--- config.mk ---
export PLATFORM = sky130hd
export DESIGN_NAME = seq_detector_param_flat
export DESIGN_NICKNAME = d
export VERILOG_FILES = /design/src/rtl/seq_detector_param_if.sv /design/src/rtl/seq_detector_param.sv /design/src/flat_wrapper.sv
export SDC_FILE = /design/constraint.sdc
export NUM_CORES = 1
export LEC_CHECK = 0
export ABC_AREA = 1
export ABC_CLOCK_PERIOD_IN_PS = 2450
export CAP_MARGIN = 20
export CORE_MARGIN = 2
export CORE_UTILIZATION = 54
export CTS_CLUSTER_SIZE = 12
export DETAILED_ROUTE_END_ITERATION = 10
export PLACE_DENSITY_LB_ADDON = 0.25
export SLEW_MARGIN = 25
export SYNTH_ARGS = -nofsm -noshare
export SYNTH_HDL_FRONTEND = slang
export SYNTH_SLANG_ARGS = --single-unit
--- constraint.sdc ---
create_clock -name clk -period 2.45 [get_ports clk]
set_clock_uncertainty 0.1 [all_clocks]
set_input_delay 0.245 -clock clk [delete_from_list [all_inputs] [get_ports clk]]
set_output_delay 0.245 -clock clk [all_outputs]
set_load 0.1 [all_outputs]
--- src/rtl/seq_detector_param_if.sv ---
// Bundles the stream, configuration and status signals of seq_detector_param.
// With SEQDET_STICKY_EN defined the bundle also carries the sticky 'seen' flag.
interface seq_detector_param_if #(
    parameter int PAT_W = 8,
    parameter int LEN_W = 4,
    parameter int CNT_W = 8
);
    logic             in;
    logic             in_valid;
    logic             cfg_load;
    logic [PAT_W-1:0] pattern;
    logic [LEN_W-1:0] pat_len;
    logic             overlap;
    logic             clear;
    logic             out;
    logic [CNT_W-1:0] match_cnt;
    logic             armed;
`ifdef SEQDET_STICKY_EN
    logic             seen;

    modport master (
        output in, in_valid, cfg_load, pattern, pat_len, overlap, clear,
        input  out, match_cnt, armed, seen
    );
    modport slave (
        input  in, in_valid, cfg_load, pattern, pat_len, overlap, clear,
        output out, match_cnt, armed, seen
    );
`else
    modport master (
        output in, in_valid, cfg_load, pattern, pat_len, overlap, clear,
        input  out, match_cnt, armed
    );
    modport slave (
        input  in, in_valid, cfg_load, pattern, pat_len, overlap, clear,
        output out, match_cnt, armed
    );
`endif
endinterface

--- src/rtl/seq_detector_param.sv ---
// Runtime-programmable serial pattern detector with saturating match counter.
// Optional sticky 'seen' flag is enabled by defining SEQDET_STICKY_EN.
module seq_detector_param #(
    parameter int PAT_W = 8,
    parameter int LEN_W = 4,
    parameter int CNT_W = 8
) (
    input logic                clk,
    input logic                rstn,
    seq_detector_param_if.slave bus
);

    typedef enum logic [1:0] {DISARMED, HUNT, COMPARE} state_t;

    state_t           state_q, state_d;
    logic [PAT_W-1:0] hist_q, hist_d;
    logic [PAT_W-1:0] pat_q, pat_d;
    logic [LEN_W-1:0] len_q, len_d;
    logic [LEN_W-1:0] fill_q, fill_d;
    logic             ovl_q, ovl_d;
    logic             out_q, out_d;
    logic [CNT_W-1:0] cnt_q, cnt_d;
`ifdef SEQDET_STICKY_EN
    logic             seen_q, seen_d;
`endif

    logic [PAT_W-1:0] hist_n;
    logic [LEN_W-1:0] fill_n;
    logic [LEN_W-1:0] len_clamped;
    logic [PAT_W-1:0] mask;
    logic             match;

    always_comb begin
        state_d = state_q;
        hist_d  = hist_q;
        pat_d   = pat_q;
        len_d   = len_q;
        fill_d  = fill_q;
        ovl_d   = ovl_q;
        out_d   = 1'b0;
        cnt_d   = cnt_q;
`ifdef SEQDET_STICKY_EN
        seen_d  = seen_q;
`endif
        match   = 1'b0;

        hist_n = {hist_q[PAT_W-2:0], bus.in};
        fill_n = (fill_q < LEN_W'(PAT_W)) ? fill_q + LEN_W'(1) : fill_q;
        len_clamped = (bus.pat_len > LEN_W'(PAT_W)) ? LEN_W'(PAT_W) : bus.pat_len;
        for (int i = 0; i < PAT_W; i++) begin
            mask[i] = (i < int'(len_q));
        end

        // fill counts only bits received since the last restart, so stale history never matches
        if (bus.cfg_load) begin
            pat_d   = bus.pattern;
            len_d   = len_clamped;
            ovl_d   = bus.overlap;
            fill_d  = '0;
            state_d = (len_clamped == '0) ? DISARMED : HUNT;
        end else if (bus.in_valid) begin
            hist_d = hist_n;
            fill_d = fill_n;
            if (state_q != DISARMED) begin
                match = (fill_n >= len_q) && ((hist_n & mask) == (pat_q & mask));
                if (match && !ovl_q) begin
                    fill_d  = '0;
                    state_d = HUNT;
                end else begin
                    state_d = (fill_n >= len_q) ? COMPARE : HUNT;
                end
            end
        end

        if (match) begin
            out_d = 1'b1;
            if (cnt_q != '1) begin
                cnt_d = cnt_q + CNT_W'(1);
            end
`ifdef SEQDET_STICKY_EN
            seen_d = 1'b1;
`endif
        end

        if (bus.clear) begin
            cnt_d = '0;
`ifdef SEQDET_STICKY_EN
            seen_d = 1'b0;
`endif
        end
    end

    always_ff @(posedge clk or negedge rstn) begin
        if (!rstn) begin
            state_q <= DISARMED;
            hist_q  <= '0;
            pat_q   <= '0;
            len_q   <= '0;
            fill_q  <= '0;
            ovl_q   <= 1'b0;
            out_q   <= 1'b0;
            cnt_q   <= '0;
`ifdef SEQDET_STICKY_EN
            seen_q  <= 1'b0;
`endif
        end else begin
            state_q <= state_d;
            hist_q  <= hist_d;
            pat_q   <= pat_d;
            len_q   <= len_d;
            fill_q  <= fill_d;
            ovl_q   <= ovl_d;
            out_q   <= out_d;
            cnt_q   <= cnt_d;
`ifdef SEQDET_STICKY_EN
            seen_q  <= seen_d;
`endif
        end
    end

    assign bus.out       = out_q;
    assign bus.match_cnt = cnt_q;
    assign bus.armed     = (state_q != DISARMED);
`ifdef SEQDET_STICKY_EN
    assign bus.seen      = seen_q;
`endif

endmodule
--- src/flat_wrapper.sv ---
// flat-port wrapper written by rule: the top's interface ports become plain ports
module seq_detector_param_flat 
#(
    parameter int PAT_W = 8,
    parameter int LEN_W = 4,
    parameter int CNT_W = 8
)
  (clk, rstn, bus_in, bus_in_valid, bus_cfg_load, bus_pattern, bus_pat_len, bus_overlap, bus_clear, bus_out, bus_match_cnt, bus_armed);
  seq_detector_param_if #(.PAT_W(PAT_W), .LEN_W(LEN_W), .CNT_W(CNT_W)) bus_i ();
  input logic clk;
  input logic rstn;
  input wire logic [$bits(bus_i.in)-1:0] bus_in;
  input wire logic [$bits(bus_i.in_valid)-1:0] bus_in_valid;
  input wire logic [$bits(bus_i.cfg_load)-1:0] bus_cfg_load;
  input wire logic [$bits(bus_i.pattern)-1:0] bus_pattern;
  input wire logic [$bits(bus_i.pat_len)-1:0] bus_pat_len;
  input wire logic [$bits(bus_i.overlap)-1:0] bus_overlap;
  input wire logic [$bits(bus_i.clear)-1:0] bus_clear;
  output wire logic [$bits(bus_i.out)-1:0] bus_out;
  output wire logic [$bits(bus_i.match_cnt)-1:0] bus_match_cnt;
  output wire logic [$bits(bus_i.armed)-1:0] bus_armed;
  assign bus_i.in = bus_in;
  assign bus_i.in_valid = bus_in_valid;
  assign bus_i.cfg_load = bus_cfg_load;
  assign bus_i.pattern = bus_pattern;
  assign bus_i.pat_len = bus_pat_len;
  assign bus_i.overlap = bus_overlap;
  assign bus_i.clear = bus_clear;
  assign bus_out = bus_i.out;
  assign bus_match_cnt = bus_i.match_cnt;
  assign bus_armed = bus_i.armed;
  seq_detector_param #(.PAT_W(PAT_W), .LEN_W(LEN_W), .CNT_W(CNT_W)) u_core (.clk(clk), .rstn(rstn), .bus(bus_i));
endmodule
# Word level (Yosys, flattened, before mapping)
# Cells that the tools add are included.
# totals
regBits,35
inputBits,19
output_inout_bits,10
word_cells,57
# classes
add_sub_neg,2
magnitude_cmp,11
eq_ne,2
muxes,19
bitwise_logic,3
n_reduce_logical,12
# op_table
cell,n
$mux 4,6
$mux 8,3
$and 8x8->8,2
$lt 3x4->1 const A,4
$mux 2,5
$reduce_bool 2->1,5
$add 8x1->8 const B,1
$eq 8x8->1,1
$lt 1x4->1 const A,2
$lt 2x4->1 const A,2
$ne 8x8->1 const B,1
$reduce_and 2->1,3
$mux 1,5
$add 4x1->4 const B,1
$ge 4x4->1,1
$gt 4x4->1 const B,1
$logic_not 4->1,1
$lt 4x4->1 const B,1
$logic_and 1x1->1,2
$logic_not 1->1,1
$not 1->1,1

# Longest topological paths before layout
# Gate-level depths: netlist of the first run.
# depth
ltp_word,9
depth_mapped,13
mapped_depth_nobuf,13

# Worst setup path after synthesis of the first run
# No wires, ideal clock.
# synth_timing
path_kind,flip-flop to flip-flop
startpoint,"register u_core.cnt_q[0], in the netlist u_core.bus.match_cnt[0]"
endpoint,"register u_core.cnt_q[6], in the netlist u_core.bus.match_cnt[6]"
setup_time_ps,124
t_arrival_ps,2065
required_ps,2226
slack_ps,162
path_stages_with_launch,7
path_buffers,0
period_less_slack_ps,2288
cell_sequence,dfrtp_1 > ha_1 > nand2_1 > nor3_2 > nand4_1 > nand3_1 > nand2_1
# synth_via
elab_chain_len,4
word_cells_on_any_way,7
classes_between,add/sub (1); eq/ne (1); mux (3); reduce/logical (2)
# synth_lines
item,line_no,text
start: declaration,seq_detector_param.sv:22,"logic [CNT_W-1:0] cnt_q, cnt_d;"
start signal: assignment,seq_detector_param.sv:114,cnt_q <= cnt_d;
$add 8x1->8,seq_detector_param.sv:78,cnt_d = cnt_q + CNT_W'(1);
$mux 8,seq_detector_param.sv:77,if (cnt_q != '1) begin
$mux 8,seq_detector_param.sv:75,if (match) begin
$mux 8,seq_detector_param.sv:85,if (bus.clear) begin
# Parallel ways exist; a longest one is shown, timed or not. The select of a mux whose other input is x is not followed.
# A chain may end at the register's enable or synchronous reset.

# Worst setup path after layout of the first run
# layout_timing
startpoint,register u_core.fill_q[0]
endpoint,register u_core.fill_q[2]
# layout_via
elab_chain_len,9
word_cells_on_any_way,10
classes_between,add/sub (1); order compare (2); mux (5); reduce/logical (2)
# layout_lines
item,line_no,text
start: declaration,seq_detector_param.sv:19,"logic [LEN_W-1:0] fill_q, fill_d;"
start signal: assignment,seq_detector_param.sv:111,fill_q <= fill_d;
$add 4x1->4 / $lt 4x4->1 (equally long branches),seq_detector_param.sv:48,fill_n = (fill_q < LEN_W'(PAT_W)) ? fill_q + LEN_W'(1) : fill_q;
$mux 4 (*),seq_detector_param.sv:48,
$ge 4x4->1,seq_detector_param.sv:65,match = (fill_n >= len_q) && ((hist_n & mask) == (pat_q & mask));
$logic_and 1x1->1,seq_detector_param.sv:65,
$logic_and 1x1->1,seq_detector_param.sv:66,if (match && !ovl_q) begin
$mux 4,seq_detector_param.sv:66,
$mux 4 (*),seq_detector_param.sv:64,if (state_q != DISARMED) begin
$mux 4 (*),seq_detector_param.sv:61,end else if (bus.in_valid) begin
$mux 4 (*),seq_detector_param.sv:55,if (bus.cfg_load) begin
# Mark *: on every way between the ends. The rest lies on a longest branch, timed or not. The select of a mux whose other input is x is not followed.

==> summary.txt, run 1 <==
Drt
  – First-pass DRT Iterations: 4
  – Drt wl/cell: 11.9 um
  – Vias: 1,827
  – Detailed Route WL: 4280 um
  – Final ANT Viol Nets: 0
  – Remaining DRCs: 0
  – Iter 0 DRT Violations: 103
  – Number of vias per cell: 5.09

Critical path
  – Type of origin of the critical path: flip-flop
  – Max Fanout on Critical Path: 5
  – Worst Path Required: 2520 ps
  – Worst Path Arrival: 2330 ps
  – Setup Crit Path Kind: flip-flop to flip-flop
  – CP peak stage delay: 420 ps
  – Endpoint class of the critical path: flip-flop
  – Critical-path cell list: ha_1, inv_1, o21ai_0, ha_1, inv_1, o21bai_1, nand3_1, nand3_4, buf_4, nand3_4, o21ai_1, nand2_1
  – CP max-delay cell: dfrtp_1

GRT
  – First-pass GRT wire length: 7380 um
  – Initial antenna violation count: 0
  – GRT Total Usage: 0.224
  – Largest net degree at the start of global routing: 36
  – Grt ovf: 0
  – Vias in the first global route: 1,703

Clocking
  – Longest Clk Path Bufs: 2
  – CTS Sinks: 35
  – Root buffer cell: clkbuf_8
  – CTS tree: built
  – Num CTS Buffers: 5
  – Max H-tree Level: 2
  – Worst-skew pair later-pin latency: 280 ps
  – CTS clock-pin slew for the worst setup and hold paths: 70 ps
  – Cts hold-fix bufs: 0

Synth
  – Synth top area share: 0.426
  – Synth cell count leaders: nand2_1, dfrtp_1, inv_1
  – Number of synthesized flops with an enable pin: 0
  – Asr flop ratio synth: 1.00
  – Post-synth top flop: dfrtp_1
  – Register bit total from synthesis: 35
  – Unique masters post-synth: 29
  – Most used standard cell by instance count after synthesis: nand2_1
  – Register area share after synthesis: 0.426
  – Syn Inst Count: 272
  – Area contributors post-synth: dfrtp_1, nand2_1, nand3_1, inv_1, nor2_1
  – Synthesized area: 2060 sq um
  – Synth area leader: dfrtp_1
  – YS warnings: 0
  – Syn Area/Cell: 7.56 sq um
  – Syn_nets: 297

STA
  – Period utilization: 0.924
  – Slew HR: 0.708
  – Setup Viol. Count Final: 0
  – Setup TNS Final: 0 ps
  – Worst-margin pin slew: 438 ps
  – Final Max Tran Viols: 0
  – Tmin final: 2260 ps
  – Final hold violation count: 0
  – RSZ-0062 raised after global routing: no
  – Peak Freq: 442 MHz

Min path
  – Worst hold path class: input pin to async pin

Power
  – P_int: 1110 uW
  – Leakage power: 0.00131 uW
  – Clock power frac: 0.325
  – Maximum vdd drop: 0.321 mV
  – Flop pwr share: 0.415
  – Power Dens Cells: 647 nW/um^2
  – Net Sw Frac: 0.322
  – NetSw: 528 uW
  – Gate power share: 0.260

Placed design
  – Placed Area: 2380 sq um
  – Routability Congestion: 0.808
  – Final HPWL DP: 3170 um
  – Port Buffers: 28

Cells and area
  – Share of cells above drive strength 1: 0.174
  – Nets: 335
  – Area Growth Syn to Fin: 23.3%
  – Filler cells: 319
  – Final core occ: 0.692
  – Finished Cell Area: 2530 sq um
  – Diode count: 0

Floorplan
  – DIE AREA: 4320 sq um
  – Core Rows: 22
  – Top Ports: 29
  – Initial Util: 0.562
  – Die width: 65.7 um
  – Die height: 65.7 um
  – Area of the core: 3660 sq um

Outcome
  – Status: complete, no violations

Job
  – Maxcap violations: 0
## logic make-up (layout without fill, tap and decap cells)
logic type                 Yosys count  in the layout  share of synthesized area
AOI/OAI and AO/OA                   28             28                     0.0724
xor gates and xnor gates             7              7                     0.0298
adders and majority gates            6              6                     0.0365
buffers and inverters               41             80                     0.0779
DFF                                 35             35                      0.426
and+or+nand+nor                    155            155                      0.357
## sequential cells by signal, summed over array words and instances, names as in the netlist
name                  flops
u_core.fill_q             4
u_core.bus.out            1
u_core.hist_q             7
u_core.ovl_q              1
u_core.bus.match_cnt      8
u_core.len_q              4
u_core.pat_q              8
u_core.state_q            2
## path summary, 6_finish.rpt
check | startpoint | endpoint | slack (ps) | cells past startpoint
setup / recovery | u_core.fill_q[0] | u_core.fill_q[2] | 190 | 12
hold reg to reg | u_core.pat_q[0] | u_core.pat_q[0] | 400 | 2
min in group clk | u_core.pat_q[0] | u_core.pat_q[0] | 400 | 2
hold / removal | rstn | u_core.bus.match_cnt[2] | 270 | 2
setup reg to reg | u_core.fill_q[0] | u_core.fill_q[2] | 190 | 12
max in group asynchronous | rstn | u_core.fill_q[3] | 1670 | 2
## power by group through the flow
stage | Sequential (uW) | Clock, uW | Combinational (uW)
after global placement | 688 | 0 | 402
after floorplan | 725 | 0 | 258
after detailed placement | 690 | 0 | 410
after global routing | 688 | 572 | 476
final | 680 | 533 | 427
after CTS | 679 | 540 | 411
## timing repair
action	in CTS	in global routing
gates resized for setup	0	1
endpoints found under the setup margin	0	8
setup buffers	0	4
## stage by stage
stage	power, uW	setup WS, ps	instances	hold slack (ps)
floorplan	984	162	272	-151
global placement	1090	284	347	364
detailed placement	1100	132	347	373
CTS	1630	128	355	279
global route	1740	29.9	359	301
finish	1640	187	359	266
## cell usage in the layout (no fill, tap or decap), types with 4 or more instances in the layout
cell type / netlist / final
nand2_1: 82 / 82
dfrtp_1: 35 / 35
inv_1: 27 / 27
nor2_1: 24 / 24
nand3_1: 23 / 23
clkdlybuf4s50_1: 0 / 18
buf_4: 0 / 17
o21ai_0: 14 / 14
inv_2: 7 / 7
a21oi_1: 6 / 6
nand2_2: 6 / 6
ha_1: 6 / 6
clkbuf_8: 0 / 6
xor2_1: 5 / 5
o21ai_1: 5 / 5
nor2_4: 4 / 4
nor2_2: 4 / 4
## final cells by class
type	instances	area (sq um)	share of cell area
clock inverter	2	35.0	0.0138
tap	48	60.1	0.0237
clock buffer	6	82.6	0.0326
timing repair buffer	35	308	0.121
multi-input combinational	196	1030	0.405
sequential	35	876	0.346
inverter	37	145	0.0573
## layer usage
metal	wire (um)	vias to the layer above	GRT usage
met5	0	-	0
met4	64	0	0.0703
met3	105	6	0.0565
met2	2100	24	0.369
met1	2010	864	0.288
li1	-	933	-
## worst max-delay path, delay by kind of cell, from the launching register on
family,cells,cell delay [ps]
flip-flops,1,420
buffers and inverters,3,220
adder cells (fa/ha/maj),2,620
AND/OR/NAND/NOR,4,410
AO/OA/AOI/OAI,3,380
(Power assumes the default switching activity.)
==> inputs of run 2 (changes only) <==
--- a/constraint.sdc
+++ b/constraint.sdc
@@ -4,2 +4,2 @@
 set_output_delay 0.245 -clock clk [all_outputs]
-set_load 0.1 [all_outputs]
+set_load 0.02 [all_outputs]
==> run 2 against run 1 <==
Against the previous run: design area down 0.20%; global-route usage up 0.53 points; via count down 0.11%; worst hold slack about the same; maximum frequency up 0.88%; sequential power about the same; clock-buffer cell count unchanged; critical path depth unchanged.
==> summary.txt, run 2 (synthesized netlist as in run 1, its figures left out) <==
Outcome
  – Status: complete, no violations

Power
  – Leakage power: 0.00127 uW (-2.7%)
  – Pwr Total: 1570 uW (-4.1%)
  – Net Sw Frac: 0.299 (-0.0229)
  – NetSw: 470 uW (-11%)
  – Gate power share: 0.224 (-0.036)
  – Clock power frac: 0.343 (+0.018)
  – P_int: 1100 uW (-0.89%)
  – Maximum vdd drop: 0.363 mV (+13%)
  – Power Dens Cells: 622 nW/um^2 (-3.9%)
  – Flop pwr share: 0.432 (+0.017)

Cells and area
  – Area Growth Syn to Fin: 23.0%
  – Filler cells: 322 (+0.94%)
  – Finished Cell Area: 2530 sq um (-0.20%)
  – Nets: 332 (-0.90%)
  – Diode count: 0 (unchanged)
  – Most common cell after layout, fill and taps aside: nand2_1
  – Share of cells above drive strength 1: 0.133 (-0.0405)
  – Non-filler instance count after layout: 356 (-0.84%)
  – Final core occ: 0.691 (-0.00137)
  – Most frequent cells in the layout: nand2_1, dfrtp_1, clkdlybuf4s50_1, inv_1, nor2_1

GRT
  – Initial antenna violation count: 0 (unchanged)
  – First-pass GRT wire length: 7530 um (+2.1%)
  – Vias in the first global route: 1,694 (-0.53%)
  – Largest net degree at the start of global routing: 36 (unchanged)
  – Grt ovf: 0 (unchanged)
  – GRT Total Usage: 0.229 (+0.00526)

Critical path
  – Worst Path Arrival: 2370 ps (+40 ps)
  – CP peak stage delay: 420 ps (about the same)
  – Worst Path Required: 2570 ps (+50 ps)
  – Setup Crit Path Kind: flip-flop to flip-flop
  – Endpoint class of the critical path: flip-flop
  – Max Fanout on Critical Path: 8 (+3)
  – Type of origin of the critical path: flip-flop
  – Critical-path cell list: ha_1, inv_1, o21ai_1, ha_1, inv_1, o21bai_1, nand3_1, nand3_2, nand4_1, nand2_2, nand3_1, nand2_1
  – CP max-delay cell: dfrtp_1

Job
  – Maxcap violations: 0 (unchanged)

Clocking
  – Worst-skew pair later-pin latency: 290 ps (about the same)
  – Num CTS Buffers: 5 (unchanged)
  – CTS tree: built
  – Max H-tree Level: 2 (unchanged)
  – CTS clock-pin slew for the worst setup and hold paths: 70 ps (about the same)
  – Longest Clk Path Bufs: 2 (unchanged)
  – Root buffer cell: clkbuf_8
  – Cts hold-fix bufs: 0 (unchanged)
  – CTS Sinks: 35 (unchanged)

Drt
  – Remaining DRCs: 0 (unchanged)
  – First-pass DRT Iterations: 4 (unchanged)
  – Detailed Route WL: 4360 um (+2.0%)
  – Final ANT Viol Nets: 0 (unchanged)
  – Vias: 1,825 (-0.11%)
  – Drt wl/cell: 12.3 um (+2.9%)
  – Number of vias per cell: 5.13 (+0.73%)
  – Iter 0 DRT Violations: 121 (+17%)

STA
  – RSZ-0062 raised after global routing: no
  – Tmin final: 2240 ps (-19.8 ps)
  – Final hold violation count: 0 (unchanged)
  – Setup TNS Final: 0 ps (unchanged)
  – Worst-margin pin slew: 441 ps (+2.88 ps)
  – Final Max Tran Viols: 0 (unchanged)
  – Setup Viol. Count Final: 0 (unchanged)
  – Period utilization: 0.915 (-0.00807)
  – Slew HR: 0.706 (-0.00192)
  – Peak Freq: 446 MHz (+0.88%)

Floorplan
  – Top Ports: 29 (unchanged)
  – Die height: 65.7 um (unchanged)
  – DIE AREA: 4320 sq um (unchanged)
  – Initial Util: 0.562 (unchanged)
  – Core Rows: 22 (unchanged)
  – Die width: 65.7 um (unchanged)
  – Area of the core: 3660 sq um (unchanged)

Placed design
  – Routability Congestion: 0.835 (+3.4%)
  – Port Buffers: 28 (unchanged)
  – Placed Area: 2400 sq um (+1.1%)
  – DP Cell Count: 347 (unchanged)
  – Final HPWL DP: 3250 um (+2.7%)

Min path
  – Worst hold path class: input pin to async pin
-- run 2: changes by cell type in the layout (fill, tap and decap cells not counted), sizes merged --
| cell | change |
|---|---|
| buf | -13 |
| clkdlybuf4s50 | +10 |
-- run 2: cell type report --
type / count / area [sq um] / share of cell area
clock buffers: 6 / 82.6 / 0.0327
repair buffers: 32 / 310 / 0.123
clock inverters: 2 / 35.0 / 0.0139
flip-flops and latches: 35 / 876 / 0.346
multi-input cells: 196 / 1020 / 0.403
well taps: 48 / 60.1 / 0.0238
inverters: 37 / 145 / 0.0574
-- run 2: metal layers --
metal	routed length [um]	GRT usage	vias to the layer above	share of wire
met1	1930	0.294	851	0.44
met5	0	0	-	0
met4	62	0.0964	0	0.014
met2	2180	0.372	45	0.50
met3	189	0.0497	6	0.043
li1	-	-	923	-
-- run 2: final timing paths --
| check | startpoint | to | slack [ps] | depth (start not counted) |
|---|---|---|---|---|
| min in group clk | u_core.pat_q[0] | u_core.pat_q[0] | 410 | 2 |
| worst min register to register | u_core.pat_q[0] | u_core.pat_q[0] | 410 | 2 |
| max in group asynchronous | rstn | u_core.len_q[1] | 1660 | 2 |
| worst max register to register | u_core.fill_q[0] | u_core.bus.match_cnt[0] | 210 | 12 |
| worst max-delay path | u_core.fill_q[0] | u_core.bus.match_cnt[0] | 210 | 12 |
| worst min-delay path | rstn | u_core.bus.match_cnt[1] | 270 | 2 |
-- run 2: stage by stage --
stage	worst slack (ps)	hold WS (ps)
final	207	266
after CTS	110	293
after global placement	282	364
after global routing	12.1	329
after floorplan	382	-151
after detailed placement	115	381
-- run 2: critical path: cells and delay by family (launching register included) --
kind | cells | cell delay [ps]
AOI/OAI and AO/OA | 2 | 200
buffers and inverters | 2 | 100
and+or+nand+nor | 6 | 750
DFF | 1 | 420
adders and majority gates | 2 | 600
-- run 2: power groups by stage --
stage | Combinational (uW) | Clock (uW) | Sequential [uW]
2_1_floorplan | 235 | 0 | 688
3_3_place_gp | 344 | 0 | 688
3_5_place_dp | 353 | 0 | 691
4_1_cts | 356 | 544 | 680
5_1_grt | 403 | 565 | 690
6_report | 352 | 540 | 680
-- run 2: timing repair --
item	CTS	global route
hold endpoints to repair	0	0
gates resized for setup	0	1
buffers inserted	0	1
endpoints found under the setup margin	0	8
